## src/rtl/imem_loader_pkg.sv

```systemverilog
// imem_loader_pkg: shared state encoding and parameter defaults for the instruction memory loader
//   state_t      : loader FSM states
//   *_DFLT       : default word width, memory depth and word-index width
package imem_loader_pkg;

    localparam int WORD_W_DFLT = 32;
    localparam int DEPTH_DFLT  = 256;
    localparam int ADDR_W_DFLT = 8;

    typedef enum logic [1:0] {
        IDLE,
        LOAD,
        WRITE,
        RELEASE
    } state_t;

endpackage

```

## src/rtl/imem_loader_if.sv

```systemverilog
// imem_loader_if: control, byte stream and memory write bus of the instruction memory loader
//   master : host/stream side, drives start, num_words, abort, in_valid, in_data
//   slave  : the loader, drives in_ready, mem_we, mem_addr, mem_wdata, cpu_rst_n, busy, done
interface imem_loader_if #(
    parameter int WORD_W = imem_loader_pkg::WORD_W_DFLT,
    parameter int ADDR_W = imem_loader_pkg::ADDR_W_DFLT
);

    logic              start;
    logic [ADDR_W:0]   num_words;
    logic              abort;
    logic              in_valid;
    logic [7:0]        in_data;
    logic              in_ready;
    logic              mem_we;
    logic [ADDR_W-1:0] mem_addr;
    logic [WORD_W-1:0] mem_wdata;
    logic              cpu_rst_n;
    logic              busy;
    logic              done;

    modport master (
        output start, num_words, abort, in_valid, in_data,
        input  in_ready, mem_we, mem_addr, mem_wdata, cpu_rst_n, busy, done
    );

    modport slave (
        input  start, num_words, abort, in_valid, in_data,
        output in_ready, mem_we, mem_addr, mem_wdata, cpu_rst_n, busy, done
    );

endinterface

```

## src/rtl/byte_packer.sv

```systemverilog
// byte_packer: big-endian assembly of WORD_W/8 stream bytes into one word
//   clr        : drops any partial word
//   accept     : a byte is taken this cycle
//   in_data    : the byte being taken
//   word       : assembled word including the byte taken this cycle
//   word_valid : the byte taken this cycle completes a word
module byte_packer #(
    parameter int WORD_W = 32
) (
    input  logic              clk,
    input  logic              rst_n,
    input  logic              clr,
    input  logic              accept,
    input  logic [7:0]        in_data,
    output logic [WORD_W-1:0] word,
    output logic              word_valid
);

    localparam int NB = WORD_W / 8;
    localparam int CW = (NB > 1) ? $clog2(NB) : 1;

    logic [CW-1:0]       byte_cnt;
    logic [WORD_W-9:0]   part;

    // Earlier bytes shift toward the MSBs, so the first byte lands in the top byte.
    assign word       = {part, in_data};
    assign word_valid = accept && byte_cnt == CW'(NB - 1);

    always_ff @(posedge clk) begin
        if (!rst_n || clr) begin
            byte_cnt <= '0;
            part     <= '0;
        end else if (accept) begin
            byte_cnt <= word_valid ? '0 : byte_cnt + 1'b1;
            part     <= word[WORD_W-9:0];
        end
    end

endmodule

```

## src/rtl/imem_loader.sv

```systemverilog
// imem_loader: streams bytes into instruction memory while holding the processor in reset
//   clk, rst_n : clock and synchronous active-low reset
//   bus        : imem_loader_if slave (start/num_words/abort control, byte stream in,
//                memory write port, cpu_rst_n, busy and done status out)
module imem_loader
    import imem_loader_pkg::*;
#(
    parameter int WORD_W = WORD_W_DFLT,
    parameter int DEPTH  = DEPTH_DFLT,
    parameter int ADDR_W = ADDR_W_DFLT
) (
    input logic         clk,
    input logic         rst_n,
    imem_loader_if.slave bus
);

    localparam logic [ADDR_W:0] DEPTH_N = (ADDR_W + 1)'(DEPTH);

    state_t            state;
    logic [ADDR_W:0]   n;
    logic [ADDR_W-1:0] word_idx;
    logic              accept;
    logic              word_valid;
    logic [WORD_W-1:0] word;

    // abort wins over a byte offered in the same cycle
    assign accept = bus.in_valid && bus.in_ready && !bus.abort;

    byte_packer #(.WORD_W(WORD_W)) u_byte_packer (
        .clk        (clk),
        .rst_n      (rst_n),
        .clr        (state == IDLE || bus.abort),
        .accept     (accept),
        .in_data    (bus.in_data),
        .word       (word),
        .word_valid (word_valid)
    );

    // Outputs are registered from the state being entered, so they line up with state.
    always_ff @(posedge clk) begin
        if (!rst_n) begin
            state         <= IDLE;
            n             <= '0;
            word_idx      <= '0;
            bus.in_ready  <= 1'b0;
            bus.mem_we    <= 1'b0;
            bus.mem_addr  <= '0;
            bus.mem_wdata <= '0;
            bus.cpu_rst_n <= 1'b0;
            bus.busy      <= 1'b0;
            bus.done      <= 1'b0;
        end else begin
            bus.mem_we <= 1'b0;
            bus.done   <= 1'b0;
            unique case (state)
                IDLE: begin
                    bus.cpu_rst_n <= 1'b1;
                    if (bus.start && bus.num_words != '0) begin
                        state         <= LOAD;
                        n             <= (bus.num_words > DEPTH_N) ? DEPTH_N : bus.num_words;
                        word_idx      <= '0;
                        bus.in_ready  <= 1'b1;
                        bus.busy      <= 1'b1;
                        bus.cpu_rst_n <= 1'b0;
                    end
                end
                LOAD: begin
                    if (bus.abort) begin
                        state         <= IDLE;
                        bus.in_ready  <= 1'b0;
                        bus.busy      <= 1'b0;
                        bus.cpu_rst_n <= 1'b1;
                    end else if (word_valid) begin
                        state         <= WRITE;
                        bus.in_ready  <= 1'b0;
                        bus.mem_we    <= 1'b1;
                        bus.mem_addr  <= word_idx;
                        bus.mem_wdata <= word;
                    end
                end
                WRITE: begin
                    if (bus.abort) begin
                        state         <= IDLE;
                        bus.busy      <= 1'b0;
                        bus.cpu_rst_n <= 1'b1;
                    end else if ({1'b0, word_idx} + 1'b1 == n) begin
                        // last word: word_idx stays at n-1 so the address never wraps
                        state    <= RELEASE;
                        bus.done <= 1'b1;
                    end else begin
                        state        <= LOAD;
                        word_idx     <= word_idx + 1'b1;
                        bus.in_ready <= 1'b1;
                    end
                end
                RELEASE: begin
                    state         <= IDLE;
                    bus.busy      <= 1'b0;
                    bus.cpu_rst_n <= 1'b1;
                end
            endcase
        end
    end

endmodule

```

## src/flat_wrapper.sv

```systemverilog
// flat-port wrapper written by rule: the top's interface ports become plain ports
module imem_loader_flat import imem_loader_pkg::*;
#(
    parameter int WORD_W = WORD_W_DFLT,
    parameter int DEPTH  = DEPTH_DFLT,
    parameter int ADDR_W = ADDR_W_DFLT
)
  (clk, rst_n, bus_start, bus_num_words, bus_abort, bus_in_valid, bus_in_data, bus_in_ready, bus_mem_we, bus_mem_addr, bus_mem_wdata, bus_cpu_rst_n, bus_busy, bus_done);
  imem_loader_if #(.WORD_W(WORD_W), .ADDR_W(ADDR_W)) bus_i ();
  input logic clk;
  input logic rst_n;
  input wire logic [$bits(bus_i.start)-1:0] bus_start;
  input wire logic [$bits(bus_i.num_words)-1:0] bus_num_words;
  input wire logic [$bits(bus_i.abort)-1:0] bus_abort;
  input wire logic [$bits(bus_i.in_valid)-1:0] bus_in_valid;
  input wire logic [$bits(bus_i.in_data)-1:0] bus_in_data;
  output wire logic [$bits(bus_i.in_ready)-1:0] bus_in_ready;
  output wire logic [$bits(bus_i.mem_we)-1:0] bus_mem_we;
  output wire logic [$bits(bus_i.mem_addr)-1:0] bus_mem_addr;
  output wire logic [$bits(bus_i.mem_wdata)-1:0] bus_mem_wdata;
  output wire logic [$bits(bus_i.cpu_rst_n)-1:0] bus_cpu_rst_n;
  output wire logic [$bits(bus_i.busy)-1:0] bus_busy;
  output wire logic [$bits(bus_i.done)-1:0] bus_done;
  assign bus_i.start = bus_start;
  assign bus_i.num_words = bus_num_words;
  assign bus_i.abort = bus_abort;
  assign bus_i.in_valid = bus_in_valid;
  assign bus_i.in_data = bus_in_data;
  assign bus_in_ready = bus_i.in_ready;
  assign bus_mem_we = bus_i.mem_we;
  assign bus_mem_addr = bus_i.mem_addr;
  assign bus_mem_wdata = bus_i.mem_wdata;
  assign bus_cpu_rst_n = bus_i.cpu_rst_n;
  assign bus_busy = bus_i.busy;
  assign bus_done = bus_i.done;
  imem_loader #(.WORD_W(WORD_W), .DEPTH(DEPTH), .ADDR_W(ADDR_W)) u_core (.clk(clk), .rst_n(rst_n), .bus(bus_i));
endmodule
```

## config.mk

```make
export PLATFORM = sky130hd
export DESIGN_NAME = imem_loader_flat
export DESIGN_NICKNAME = d
export VERILOG_FILES = /design/src/rtl/imem_loader_pkg.sv /design/src/rtl/imem_loader_if.sv /design/src/rtl/byte_packer.sv /design/src/rtl/imem_loader.sv /design/src/flat_wrapper.sv
export SDC_FILE = /design/constraint.sdc
export NUM_CORES = 1
export LEC_CHECK = 0
export CAP_MARGIN = 20
export CORE_MARGIN = 5
export CORE_UTILIZATION = 44
export CTS_BUF_LIST = sky130_fd_sc_hd__clkbuf_8
export CTS_CLUSTER_DIAMETER = 30
export CTS_CLUSTER_SIZE = 14
export DETAILED_ROUTE_END_ITERATION = 8
export PLACE_DENSITY = 0.68
export SLEW_MARGIN = 40
export SYNTH_ARGS = -nofsm -noshare
export SYNTH_HDL_FRONTEND = slang
export SYNTH_SLANG_ARGS = --single-unit
```

## constraint.sdc

```tcl
create_clock -name clk -period 7 [get_ports clk]
set_clock_uncertainty 0.1 [all_clocks]
set_input_delay 1.4 -clock clk [delete_from_list [all_inputs] [get_ports clk]]
set_output_delay 1.4 -clock clk [all_outputs]
set_load 0.005 [all_outputs]
```

==> flow_summary_export.csv, run 1 <==
group,metric,value,unit
final_layout,diodes,0,
clock_network,clockBufferDepth,2,
global_routing,first_global_vias,3320,
placement,hpwlAfterDp,6671,microns
job,maxCapViolCount,0,
placement,pre_cts_slack,2.742,ns
timing,setup_ws,3.087,ns
pwr,peakVddDrop,104.2,uV
yosys,synth_area,3870,sq um
pwr,p_per_area,212.7,nW/um^2
yosys,ys_seq_area_frac,0.4656,
critical_path,path_class,"in -> reg",
route,first_pass_iters,5,
floorplan,start_util,0.4481,
clock_network,htree_levels,3,
timing,finalCriticalPeriod,3.913,ns
timing,hold_viol,0,
critical_path,worstPathRequired,7.14,ns
clock_network,cts_num_sinks,90,
final_layout,utilization,0.5524,
final_layout,final_nets,571,
clock_network,ctsResizeCount,0,
critical_path,ff2ff_setup_slack,3.95,ns
clock_network,cts_tree,"built",
yosys,synth_area_leaders,"dfxtp_1 (47%), nand2_1 (15%), a21oi_1 (10%)",
global_routing,grt_pass1_wl,16280,microns
clock_network,cts_hold_buf,0,
yosys,yosysWarnings,0,
floorplan,io_pins,67,
placement,gp_congestion,0.8977,
final_layout,fin_area,4771,sq um
critical_path,r2r_cells,7,
placement,placed_cells,640,
route,via_count,3538,
timing,relSlewSlack,0.4549,
yosys,synth_edf_count,0,
placement,placed_cell_area,4548,sq um
critical_path,worst_setup_path_end_kind,"flip-flop",
global_routing,grt_max_degree,55,
floorplan,die_h,103.8,microns
yosys,yosys.area.top_type_share,0.4656,
placement,port_buffers,66,
yosys,synthFlopType,"dfxtp_1",
route,ant_nets,0,
timing,fin_tns_setup,0,ns
floorplan,coreArea,8636,sq um
yosys,mappedNetlistNets,526,
global_routing,antenna_found_initial,0,
timing,grt_setup_unrepaired,"false",
critical_path,cp-startpoint,"bus_num_words[8]",
status,outcome,"finished clean",
final_layout,area_growth_syn_to_layout,23.28,%
route,routed_wirelength,9661,microns
clock_network,cts-root-buf,"clkbuf_8",
timing,slew_viol_final,0,
pwr,leakage,1.534,nW
critical_path,reg2reg_to,"u_core.word_idx[1]$_SDFFE_PN0P_",
route,drc,0,
floorplan,dieArea,10770,sq um
clock_network,cts_inserted_buffers,9,
yosys,synthArstFlopShare,0,
critical_path,critical_path.endpoint,"u_core.word_idx[1]$_SDFFE_PN0P_",
hold_path,hp-class,"reg -> reg",
yosys,synth_seq_cells,90,
critical_path,r2r-start,"u_core.word_idx[0]$_SDFFE_PN0P_",
timing,tightest_slew,0.8157,ns
critical_path,critPathLaunchType,"input pin",
critical_path,arrival,4.06,ns
final_layout,drive_gt1_frac,0.05292,
global_routing,track_usage,0.1792,
yosys,yosysTopAreaCell,"dfxtp_1",
route,drt-initial-drc-count,216,
final_layout,fin_cells,656,
pwr,power,1.015,mW
clock_network,clkTransAtPathRegs,0.09,ns
timing,setup_viol,0,
clock_network,post_cts_buffers,0,
yosys,synth.distinct_cells,51,
critical_path,critPathMaxFanout,19,
timing,worst_hold_slack,0.3585,ns
timing,max_freq,255.5,MHz
timing,period_share,0.5591,
global_routing,grt.overflow.total,0,
floorplan,rows,34,
route,wire_per_inst,14.73,microns
route,via_per_inst,5.393,
floorplan,dieWidth,103.8,microns
clock_network,insertion_delay,0.35,ns
yosys,syn_area_per_cell,7.771,sq um
yosys,synthCells,498,
## critical path, stage by stage
cell and delay (ns):
clkdlybuf4s50_1 0.59, or4_4 0.52, o311ai_4 0.74, o21ai_2 0.21, nand4_1 0.16, a31oi_1 0.06
or3_1 0.37
## cells by family (layout without fill, tap and decap cells)
group,Yosys count,after routing,synth area share
xor+xnor,11,11,0.02489
simple gates,225,225,0.2541
flops,90,90,0.4656
mux,3,3,0.007760
compound gates,122,122,0.1836
fa+ha+maj,6,6,0.01940
buf+inv,41,91,0.04461
## state kept, by name (all words and copies together), names as in the netlist
signal and flops:
u_core.bus.mem_wdata 32, u_core.u_byte_packer.part 24, u_core.n 9, u_core.bus.mem_addr 8, u_core.word_idx 8, u_core.state 2, u_core.u_byte_packer.byte_cnt 2, u_core.bus.busy 1
u_core.bus.cpu_rst_n 1, u_core.bus.done 1, u_core.bus.in_ready 1, u_core.bus.mem_we 1
## synthesized netlist by cell type, types with 2 or more instances
cell / instances
a21oi_1: 79
a31oi_1: 8
and3_1: 4
buf_2: 2
buf_4: 2
clkbuf_1: 28
dfxtp_1: 90
ha_1: 6
inv_1: 5
mux2i_1: 3
nand2_1: 156
nand2b_1: 5
nand3_1: 10
nand4_1: 4
nand4b_1: 3
nor2_1: 17
nor3_1: 3
nor3b_1: 5
nor4_1: 4
o211ai_1: 3
o21ai_0: 14
o22ai_1: 2
o32ai_1: 2
or2_2: 3
or3_1: 5
xnor2_1: 7
xor2_1: 4
## layout make-up
cell class | count | area (sq um)
fill | 807 | 3865
multi-input combinational | 367 | 1904
sequential | 90 | 1802
timing repair buffer | 69 | 683.2
tap | 108 | 135.1
clock buffer | 9 | 123.9
clock inverter | 7 | 97.59
inverter | 6 | 25.02
## worst min-delay path by stage
stage	startpoint	endpoint	slack (ns)	depth (start not counted)
after global placement	u_core.bus.mem_wdata[13]$_SDFFE_PN0P_	u_core.bus.mem_wdata[13]$_SDFFE_PN0P_	0.34	2
after global routing	u_core.bus.mem_wdata[20]$_SDFFE_PN0P_	u_core.bus.mem_wdata[20]$_SDFFE_PN0P_	0.38	2
after floorplan	u_core.u_byte_packer.part[16]$_SDFFE_PP0P_	u_core.bus.mem_wdata[24]$_SDFFE_PN0P_	0.33	2
after detailed placement	u_core.bus.mem_wdata[11]$_SDFFE_PN0P_	u_core.bus.mem_wdata[11]$_SDFFE_PN0P_	0.35	2
after CTS	u_core.bus.mem_wdata[20]$_SDFFE_PN0P_	u_core.bus.mem_wdata[20]$_SDFFE_PN0P_	0.36	2
final	u_core.bus.mem_wdata[27]$_SDFFE_PN0P_	u_core.bus.mem_wdata[27]$_SDFFE_PN0P_	0.36	2
## where the power goes
group          switching (mW)  internal, mW
logic                  0.0579        0.0371
clock network           0.191         0.204
registers             0.00593         0.519
total                   0.255         0.760
## per-layer routing
metal / vias up / track usage / share of wire
met5: - / 0 / 0
met4: 0 / 0.05735 / 0.010
met3: 6 / 0.04229 / 0.051
met2: 103 / 0.2637 / 0.44
met1: 1643 / 0.2584 / 0.50
li1: 1786 / - / -
## layout by cell type (no fill, tap or decap), types with 2 or more instances in the layout
cell type,instances
a21oi_1,79
nand4_1,4
ha_1,6
nor4_1,4
nand2_1,156
clkdlybuf4s50_1,66
bufinv_16,2
o32ai_1,2
xor2_1,4
inv_1,6
dfxtp_1,90
nor3_1,3
o21ai_0,14
buf_4,3
clkbuf_8,9
mux2i_1,3
a31oi_1,8
inv_6,3
nand4b_1,3
nand3_1,10
o211ai_1,3
o22ai_1,2
nor2_1,16
or2_2,3
nor3b_1,5
and3_1,4
xnor2_1,7
or3_1,4
nand2b_1,5
Power figures use the tool's default switching activity.
==> inputs of run 2 (changes only) <==
==> constraint.sdc (replaced) <==
create_clock -name clk -period 4 [get_ports clk]
set_clock_uncertainty 0.1 [all_clocks]
set_input_delay 0.8 -clock clk [delete_from_list [all_inputs] [get_ports clk]]
set_output_delay 0.8 -clock clk [all_outputs]
set_load 0.005 [all_outputs]
==> flow_summary_export.csv, run 2 (synthesis results as in run 1) <==
group,metric,value,unit
timing,relSlewSlack,0.5254,
timing,grt_setup_unrepaired,"false",
floorplan,dieArea,10770,sq um
final_layout,top_register,"u_core.bus.mem_wdata",
floorplan,io_pins,67,
timing,max_freq,341.2,MHz
placement,port_buffers,66,
critical_path,path_class,"reg -> reg",
critical_path,crit_chain,"ha_1 -> nand3_1 -> nor4_1 -> a31oi_1 -> a211oi_2 -> a31oi_1 -> or3_1",
final_layout,reg.largest.list,"u_core.bus.mem_wdata x32, u_core.u_byte_packer.part x24, u_core.n x9",
hold_path,hp-class,"reg -> reg",
route,via_count,3554,
timing,slew_viol_final,0,
critical_path,r2r-start,"u_core.word_idx[0]$_SDFFE_PN0P_",
critical_path,cp-startpoint,"u_core.word_idx[0]$_SDFFE_PN0P_",
pwr,leakage,1.518,nW
critical_path,worstPathRequired,4.14,ns
route,wire_per_inst,14.47,microns
placement,pre_cts_slack,0.8350,ns
status,outcome,"finished clean",
floorplan,start_util,0.4481,
timing,setup_viol,0,
route,routed_wirelength,9508,microns
timing,hold_viol,0,
placement,placed_cell_area,4568,sq um
floorplan,die_h,103.8,microns
clock_network,cts_tree,"built",
timing,period_share,0.7328,
global_routing,first_global_vias,3376,
clock_network,clockBufferDepth,2,
final_layout,final_cell_mix,"nand2_1 (156), dfxtp_1 (90), a21oi_1 (79)",
job,maxCapViolCount,0,
final_layout,n_fill_cell,813,
clock_network,clkTransAtPathRegs,0.10,ns
floorplan,coreArea,8636,sq um
pwr,p_per_area,347.7,nW/um^2
route,drt-initial-drc-count,242,
clock_network,insertion_delay,0.35,ns
pwr,peakVddDrop,223.7,uV
critical_path,critPathMaxFanout,11,
critical_path,crit_path_max_incr_delay,0.63,ns
clock_network,cts_hold_buf,0,
timing,fin_tns_setup,0,ns
global_routing,grt_pass1_wl,16160,microns
final_layout,diodes,0,
final_layout,drive_gt1_frac,0.05647,
final_layout,final_common_cell,"nand2_1",
final_layout,regArea,1802,sq um
global_routing,antenna_found_initial,0,
clock_network,htree_levels,3,
critical_path,slowest_stage,"a211oi_2",
critical_path,worst_setup_path_end_kind,"flip-flop",
placement,hpwlAfterDp,6503,microns
global_routing,grt_max_degree,54,
route,via_per_inst,5.409,
global_routing,grt.overflow.total,0,
clock_network,cts_num_sinks,90,
final_layout,area_growth_syn_to_layout,22.60,%
final_layout,final_nets,573,
floorplan,dieWidth,103.8,microns
timing,tightest_slew,0.7106,ns
clock_network,ctsResizeCount,0,
timing,finalCriticalPeriod,2.931,ns
final_layout,fin_area,4745,sq um
route,first_pass_iters,5,
floorplan,rows,34,
critical_path,arrival,3.07,ns
route,drc,0,
global_routing,track_usage,0.1758,
critical_path,ff2ff_setup_slack,1.07,ns
final_layout,multiInputGateArea,1899,sq um
critical_path,cpMostUsedCell,"a31oi_1",
clock_network,cts-root-buf,"clkbuf_8",
critical_path,critPathLaunchType,"flip-flop",
hold_path,hp-start,"u_core.u_byte_packer.part[23]$_SDFFE_PP0P_",
clock_network,cts_inserted_buffers,9,
clock_network,post_cts_buffers,0,
route,ant_nets,0,
final_layout,largest_reg_flops,32,
timing,setup_ws,1.069,ns
placement,gp_congestion,0.8497,
[run 2: changes by cell type in the layout (fill, tap and decap cells not counted)]
cell / before / now
nor2_2: 0 / 1
inv_1: 6 / 5
inv_2: 0 / 1
buf_12: 0 / 1
buf_4: 3 / 4
bufinv_16: 2 / 0
nor2_4: 1 / 0
inv_6: 3 / 1
clkinvlp_4: 1 / 3
inv_8: 0 / 1
inv_4: 1 / 0
clkinv_4: 0 / 1
[run 2: metal layers]
metal	global-route usage	wire length, microns
met1	0.2465	4624
met4	0.04903	99
met2	0.2605	4164
met5	0	0
met3	0.05473	620
[run 2: final timing paths]
path | endpoint | cells after the start
max | u_core.word_idx[1]$_SDFFE_PN0P_ | 7
min | u_core.bus.mem_wdata[31]$_SDFFE_PN0P_ | 2
max reg2reg | u_core.word_idx[1]$_SDFFE_PN0P_ | 7
min reg2reg | u_core.bus.mem_wdata[31]$_SDFFE_PN0P_ | 2
[run 2: cell type report]
class                           instances  share of cell area
Multi-Input combinational cell        367              0.4003
Sequential cell                        90              0.3797
Timing Repair Buffer                   71              0.1498
Tap cell                              108             0.02848
Clock buffer                            9             0.02611
Clock inverter                          6             0.01081
Inverter                                6            0.004747
[run 2: report_power, final]
part | total [mW] | leakage (nW) | switching (mW) | internal (mW)
logic | 0.163 | 0.712 | 0.0976 | 0.0653
clock network | 0.569 | 0.0798 | 0.339 | 0.230
registers | 0.918 | 0.727 | 0.0104 | 0.908
[run 2: per-stage QoR]
step           std cells  hold WS (ns)  utilization  total power, mW
2_1_floorplan        498        0.3321            -            1.039
3_3_place_gp         642        0.3403       0.5290            1.100
3_5_place_dp         642        0.3467       0.5290            1.101
4_1_cts              657        0.3608       0.5493            1.664
5_1_grt              657        0.3776       0.5494            1.727
6_report             657        0.3569       0.5494            1.650
[run 2: worst max-delay path: cells and delay by family, from the launching register on]
kind | cells | cell delay [ns]
and+or+nand+nor | 3 | 0.93
adders and majority gates | 1 | 0.34
AOI/OAI and AO/OA | 3 | 0.89
DFF | 1 | 0.57
==> inputs of run 3 (changes only) <==
--- a/config.mk
+++ b/config.mk
@@ -12,7 +12,7 @@
 export CTS_CLUSTER_DIAMETER = 30
 export CTS_CLUSTER_SIZE = 14
 export DETAILED_ROUTE_END_ITERATION = 8
-export PLACE_DENSITY = 0.68
+export PLACE_DENSITY = 0.71
 export SLEW_MARGIN = 40
 export SYNTH_ARGS = -nofsm -noshare
 export SYNTH_HDL_FRONTEND = slang
==> constraint.sdc (replaced) <==
create_clock -name clk -period 2.6 [get_ports clk]
set_clock_uncertainty 0.1 [all_clocks]
set_input_delay 0.52 -clock clk [delete_from_list [all_inputs] [get_ports clk]]
set_output_delay 0.52 -clock clk [all_outputs]
set_load 0.005 [all_outputs]
==> flow_summary_export.csv, run 3 (synthesis results as in run 1) <==
group,metric,value,unit
status,outcome,"finished clean",
pwr,intPower,2.098,mW
timing,tightest_slew,0.5622,ns
placement,pre_cts_slack,-0.1587,ns
critical_path,crit_path_max_incr_delay,0.57,ns
final_layout,n_fill_cell,795,
final_layout,final_nets,595,
clock_network,cts_num_sinks,90,
critical_path,cpLargestDelayFamily,"compound AO/OA/AOI/OAI gates",
global_routing,grt_pass1_wl,16880,microns
critical_path,slowest_stage,"or4_4",
pwr,switching_power,0.6893,mW
final_layout,fin_cells,680,
final_layout,final_common_cell,"nand2_1",
pwr,leakage,1.655,nW
final_layout,area_growth_syn_to_layout,28.03,%
clock_network,htree_levels,3,
route,via_per_inst,5.393,
clock_network,cts_tree,"built",
route,ant_nets,0,
floorplan,io_pins,67,
timing,max_freq,419.7,MHz
placement,placed_cells,664,
pwr,p_per_area,562.6,nW/um^2
floorplan,rows,34,
route,wire_per_inst,14.54,microns
timing,setup_viol,0,
critical_path,worstPathRequired,2.72,ns
timing,setup_ws,0.2172,ns
floorplan,start_util,0.4481,
route,drc,0,
final_layout,largest_reg_flops,32,
final_layout,fin_area,4955,sq um
clock_network,insertion_delay,0.35,ns
timing,relSlewSlack,0.6252,
global_routing,grt.overflow.total,0,
clock_network,clockBufferDepth,2,
clock_network,cts_inserted_buffers,9,
timing,finalCriticalPeriod,2.383,ns
hold_path,hp-class,"reg -> reg",
pwr,peakVddDrop,372.1,uV
timing,worst_hold_slack,0.3569,ns
clock_network,cts_hold_buf,0,
pwr,seqPwrFrac,0.507,
global_routing,first_global_vias,3529,
global_routing,track_usage,0.1845,
global_routing,grt_max_degree,54,
clock_network,ctsResizeCount,0,
critical_path,path_buf_inv,2,
pwr,switching_share,0.2473,
critical_path,path_class,"in -> reg",
timing,grt_setup_unrepaired,"false",
global_routing,antenna_found_initial,0,
pwr,clockPowerShare,0.394,
placement,hpwlAfterDp,7083,microns
route,first_pass_iters,5,
timing,period_share,0.9165,
route,via_count,3667,
final_layout,diodes,0,
placement,port_buffers,66,
pwr,combPwrFrac,0.099,
floorplan,coreArea,8636,sq um
floorplan,dieArea,10770,sq um
placement,gp_congestion,0.8686,
timing,slew_viol_final,0,
final_layout,top_register,"u_core.bus.mem_wdata",
timing,hold_viol,0,
clock_network,post_cts_buffers,0,
critical_path,critPathLaunchType,"input pin",
critical_path,critPathMaxFanout,5,
route,drt-initial-drc-count,225,
job,maxCapViolCount,0,
final_layout,reg.largest.list,"u_core.bus.mem_wdata x32, u_core.u_byte_packer.part x24, u_core.n x9",
final_layout,drive_gt1_frac,0.09266,
clock_network,clkTransAtPathRegs,0.09,ns
placement,placed_cell_area,4721,sq um
critical_path,arrival,2.50,ns
final_layout,final_cell_mix,"nand2_1 (156), dfxtp_1 (90), a21oi_1 (79)",
clock_network,cts-root-buf,"clkbuf_8",
floorplan,die_h,103.8,microns
critical_path,crit_chain,"clkdlybuf4s50_1 -> or4_4 -> o311ai_4 -> buf_4 -> o21a_1 -> nor4b_1 -> o21ai_0 -> a31oi_1",
critical_path,worst_setup_path_end_kind,"flip-flop",
floorplan,dieWidth,103.8,microns
route,routed_wirelength,9888,microns
[run 3: routing by layer]
| metal | track usage | vias up | share of wire |
|---|---|---|---|
| li1 | - | 1822 | - |
| met2 | 0.2814 | 141 | 0.45 |
| met5 | 0 | - | 0 |
| met3 | 0.04104 | 20 | 0.074 |
| met1 | 0.2546 | 1684 | 0.46 |
| met4 | 0.06938 | 0 | 0.018 |
[run 3: through the flow]
step           utilization  total power [mW]  TNS (ns)
3_3_place_gp        0.5467             1.718   -0.3364
6_report            0.5737             2.788         0
3_5_place_dp        0.5467             1.721   -0.7956
5_1_grt             0.5737             2.898         0
4_1_cts             0.5737             2.805         0
2_1_floorplan            -             1.598         0
[run 3: worst paths after layout]
| path | from | end | slack (ns) | cells after the start |
|---|---|---|---|---|
| setup / recovery | bus_num_words[5] | u_core.word_idx[6]$_SDFFE_PN0P_ | 0.22 | 8 |
| hold / removal | u_core.bus.mem_wdata[18]$_SDFFE_PN0P_ | u_core.bus.mem_wdata[18]$_SDFFE_PN0P_ | 0.36 | 2 |
| hold reg to reg | u_core.bus.mem_wdata[18]$_SDFFE_PN0P_ | u_core.bus.mem_wdata[18]$_SDFFE_PN0P_ | 0.36 | 2 |
| setup reg to reg | u_core.word_idx[4]$_SDFFE_PN0P_ | u_core.word_idx[0]$_SDFFE_PN0P_ | 0.26 | 6 |
[run 3: cell type report]
cell class | count | area, sq um | share of cell area
Tap cell | 108 | 135.1 | 0.02727
Clock inverter | 6 | 96.34 | 0.01944
Timing Repair Buffer | 93 | 863.3 | 0.1742
Inverter | 6 | 22.52 | 0.004545
Multi-Input combinational cell | 367 | 1898 | 0.3831
Clock buffer | 10 | 137.6 | 0.02778
Sequential cell | 90 | 1802 | 0.3636
[run 3: power groups by stage]
| stage | Combinational (mW) | Sequential (mW) | Clock (mW) |
|---|---|---|---|
| global placement | 0.274 | 1.44 | 0 |
| detailed placement | 0.276 | 1.45 | 0 |
| floorplan | 0.157 | 1.44 | 0 |
| global route | 0.306 | 1.42 | 1.18 |
| finish | 0.277 | 1.41 | 1.10 |
| CTS | 0.277 | 1.41 | 1.12 |
[run 3: worst min-delay path, stage by stage (launching register included)]
cell	delay, ns
dfxtp_1	0.32
nand2_1	0.05
a21oi_1	0.05
